<file path="src/rtl/reg_dump.sv">
// reg_dump: reads register indices first..last (5-bit wrap) through ra/rd and presents each word with valid/ready.
// Define REG_DUMP_PARITY_EN to drive even parity of out_data on out_par; otherwise out_par is tied low.
module reg_dump (
  input  logic        clk,
  input  logic        rstd,
  input  logic        start,
  input  logic [4:0]  first_idx,
  input  logic [4:0]  last_idx,
  output logic [4:0]  ra,
  input  logic [31:0] rd,
  output logic [31:0] out_data,
  output logic [4:0]  out_idx,
  output logic        out_valid,
  input  logic        out_ready,
  output logic        out_par,
  output logic        busy,
  output logic        done
);

  localparam logic [1:0] IDLE = 2'd0;
  localparam logic [1:0] READ = 2'd1;
  localparam logic [1:0] HOLD = 2'd2;
  localparam logic [1:0] DONE = 2'd3;

  logic [1:0] state;
  logic [4:0] idx;
  logic [4:0] last;
  logic       accept;

  assign accept = out_valid && out_ready;
  assign ra     = idx;
  assign busy   = (state != IDLE);
  assign done   = (state == DONE);

  always_ff @(posedge clk or negedge rstd) begin
    if (!rstd) begin
      state     <= IDLE;
      idx       <= 5'd0;
      last      <= 5'd0;
      out_data  <= 32'd0;
      out_idx   <= 5'd0;
      out_valid <= 1'b0;
    end else begin
      case (state)
        IDLE: begin
          if (start) begin
            idx   <= first_idx;
            last  <= last_idx;
            state <= READ;
          end
        end
        READ: begin
          out_data  <= rd;
          out_idx   <= idx;
          out_valid <= 1'b1;
          state     <= HOLD;
        end
        HOLD: begin
          // Word and index stay frozen until the consumer takes them.
          if (accept) begin
            out_valid <= 1'b0;
            if (idx == last) begin
              state <= DONE;
            end else begin
              idx   <= idx + 5'd1;
              state <= READ;
            end
          end
        end
        DONE: state <= IDLE;
        default: state <= IDLE;
      endcase
    end
  end

`ifdef REG_DUMP_PARITY_EN
  always_ff @(posedge clk or negedge rstd) begin
    if (!rstd) begin
      out_par <= 1'b0;
    end else if (state == READ) begin
      out_par <= ^rd;
    end
  end
`else
  assign out_par = 1'b0;
`endif

endmodule

</file>
<file path="config.mk">
export PLATFORM = sky130hd
export DESIGN_NAME = reg_dump
export DESIGN_NICKNAME = d
export VERILOG_FILES = /design/src/rtl/reg_dump.sv
export SDC_FILE = /design/constraint.sdc
export NUM_CORES = 1
export LEC_CHECK = 0
export ABC_AREA = 1
export BUFFER_PORTS_ARGS = -buffer_cell sky130_fd_sc_hd__buf_4
export CORE_MARGIN = 10
export CORE_UTILIZATION = 40
export CTS_CLUSTER_DIAMETER = 80
export DETAILED_ROUTE_END_ITERATION = 7
export PLACE_DENSITY = 0.69
export SYNTH_ARGS = -nofsm -noshare
export SYNTH_HDL_FRONTEND = slang
export SYNTH_SLANG_ARGS = --single-unit
</file>
<file path="constraint.sdc">
create_clock -name clk -period 2.1 [get_ports clk]
set_input_delay 0 -clock clk [delete_from_list [all_inputs] [get_ports clk]]
set_output_delay 0 -clock clk [all_outputs]
set_load 0.005 [all_outputs]
</file>
==> results_dict.tcl <==
set metrics [dict create \
    status "complete, no violations" \
    synth_edf_count 0 \
    synth_cell_types 22 \
    cp_max_fo 11 \
    core_um2 5200 \
    clk_path_buf_depth 2 \
    grt-ovfl-total 0 \
    regArea_um2 1250 \
    drtIter0Drc 51 \
    vias 2016 \
    max_stage_delay_ps 480 \
    rsz0062_at_grt "no" \
    synth_most_common_cell "nand2_1" \
    htreeDepth 2 \
    die-height_um 93.8 \
    hpwl_mm 4.10 \
    critPathKind "reg -> reg" \
    yosys.area.top_type "dfrtp_1" \
    drive_gt1_share_pct 28.0 \
    maxCapViolCount 0 \
    dr.pass1.iters 4 \
    synth_top_flop_cell "dfrtp_1" \
    r2r_start "state[0]" \
    p_sw_share_pct 20.3 \
    worstPathRequired_ps 2300 \
    path_buf_inv 0 \
    cpMostUsedCell "nand2_1" \
    synth-seq-cells 50 \
    viasPerCell 4.39 \
    cts_buffers 5 \
    layout.nets 435 \
    cpLargestDelayFamily "simple AND/OR/NAND/NOR gates" \
    critPathArrivalTime_ps 1690 \
    cts.clk_slew.worst_paths_ps 90 \
    leakagePower_nw 1.69 \
    switching_power_mw 0.339 \
    finalSetupViolations 0 \
    gp_congestion 0.807 \
    antenna_left 0 \
    r2r_cells 6 \
    synth-warning-count 0 \
    cts-root-buf "clkbuf_8" \
    wire_per_inst_um 12.8 \
    cp_cell_sequence "nor2_1, nand2_1, o21ai_4, nand2_4, nand2_1, nand2_1" \
    syn_area_per_cell_um2 8.34 \
    num_io_pins 92 \
    start_util_pct 41.8 \
    critPathCaptureType "register" \
    antenna_found_initial 0 \
    synth.top_cells.by_count "140 x nand2_1, 50 x dfrtp_1, 13 x inv_1" \
    track_usage_pct 13.9 \
    worst_slew_pin_slew_ps 666 \
    fill_cells 460 \
    start_kind "register" \
    powerDensity_nw_per_um2 494 \
    async_reset_ff_share_pct 100 \
    totalWireLength_mm 5.89 \
    max_freq_ghz 0.670 \
    syn-cell-area_um2 2180 \
    diodes 0 \
    reg2reg_slack_ps 610 \
    hold_class "in -> reg" \
    place_inst 412 \
    min_to "ra[1]" \
    rows 26 \
    p_clk_share_pct 33.8 \
    ys_seq_area_share_pct 57.5 \
    grt_max_degree 51 \
    grt_pass1_vias 2125 \
    die_area_um2 8790 \
    hold_start "first_idx[1]" \
    reg2reg_to "ra[4]" \
    grt_pass1_wl_mm 9.96 \
    ys_top_cells_by_area "dfrtp_1 58%, nand2_1 24%, inv_1 2.2%" \
    fin_setup_tns_ps 0 \
    hold_violations 0 \
    yosysTopAreaCellShare_pct 57.5 \
    cts_resized 0 \
    portBuffers 90 \
    holdPathStages 5 \
    drcViolationCount 0 \
    peakVddDrop_v 0.000263 \
    maxSlewViolCount 0 \
    finalClockSkew_ps 7.64 \
    internal_power_mw 1.33 \
    die_x_um 93.8 \
    fin_crit_sh_pct 71.1 \
    cts_tree "done" \
    relSlewSlack_pct 55.5 \
    multi_input_area_um2 806 \
    clock_latency_ps 300 \
    seqPwrFrac_pct 57.7 \
    synth_fp_nets 308 \
    min_period_ps 1490 \
    area_growth_pct 55.1 \
    layout.cells.non_filler 459 \
    clock-sinks 50 \
    synthCells 261 \
    comb_power_share_pct 8.5 \
    cpMaxStageDelayCell "dfrtp_1" \
]
-- per-stage QoR --
step / hold WS, ps / total power, mW / cell area [µm²] / utilization (%) / worst slack [ps]
finish: 16.6 / 1.67 / 3380 / 64.9 / 606
global route: 38.1 / 1.74 / 3380 / 64.9 / 440
CTS: 14.8 / 1.69 / 3380 / 64.9 / 609
detailed placement: 72.7 / 1.06 / 2890 / 55.6 / 627
global placement: 62.0 / 1.06 / 2890 / 55.6 / 656
floorplan: -296 / 0.984 / 2180 / - / 920
-- per-layer routing --
metal	vias up	global-route usage (%)	routed length (µm)
met1	902	16.5	2570
met4	0	3.80	61
met2	64	22.1	2760
met5	-	0	0
li1	1043	-	-
met3	7	6.16	495
-- logic make-up after synthesis --
group,Yosys count,share of synthesized area (%)
XOR/XNOR,1,0.403
adder cells (fa/ha/maj),1,0.575
buffers and inverters,27,5.46
other,1,0.172
AO/OA/AOI/OAI,15,3.97
flip-flops,50,57.5
AND/OR/NAND/NOR,166,31.9
-- layout by cell type, fill, tap and decap left out, drive strengths merged --
cell,n
nand3,10
dfrtp,50
clkbuf,7
xnor2,1
nor2,12
inv,17
conb,1
nand2,142
o21ai,9
nand4,2
a21oi,6
buf,91
dlygate4sd3,39
ha,1
clkinv,1
-- worst max-delay path by stage --
stage / start / endpoint / depth (start not counted)
2_1_floorplan: state[0] / ra[3] / 6
3_3_place_gp: state[0] / ra[4] / 6
3_5_place_dp: state[0] / ra[2] / 6
4_1_cts: state[0] / ra[4] / 6
5_1_grt: state[0] / ra[2] / 6
6_report: state[0] / ra[4] / 6
-- worst register-to-register path, cell delays in order, from the launching register on --
cell and delay (ps):
dfrtp_1 480, nor2_1 190, nand2_1 300, o21ai_4 220
nand2_4 100, nand2_1 60, nand2_1 50
-- state kept, by name (all words and copies together), names as in the netlist --
register / count
out_data: 32
last: 5
out_idx: 5
ra: 5
state: 2
out_valid: 1
-- area by class of cell --
cell class              count  share of cell area (%)
flip-flops and latches     50                    37.1
repair buffers            130                    31.8
multi-input cells         184                    23.9
well taps                  70                    2.59
clock buffers               7                    2.56
inverters                  17                    1.96
clock inverters             1                   0.148
-- power groups by stage --
stage	Combinational, mW	Sequential (mW)	Clock (mW)
floorplan	0.00221	0.981	0
global placement	0.0827	0.981	0
detailed placement	0.0838	0.981	0
CTS	0.142	0.962	0.586
global route	0.154	0.962	0.622
finish	0.141	0.962	0.563
-- timing repair --
action,CTS,global route
endpoints found under the hold margin,88,0
setup buffers,0,0
hold buffers,39,0
No activity file was read; power rests on OpenSTA's default activity.
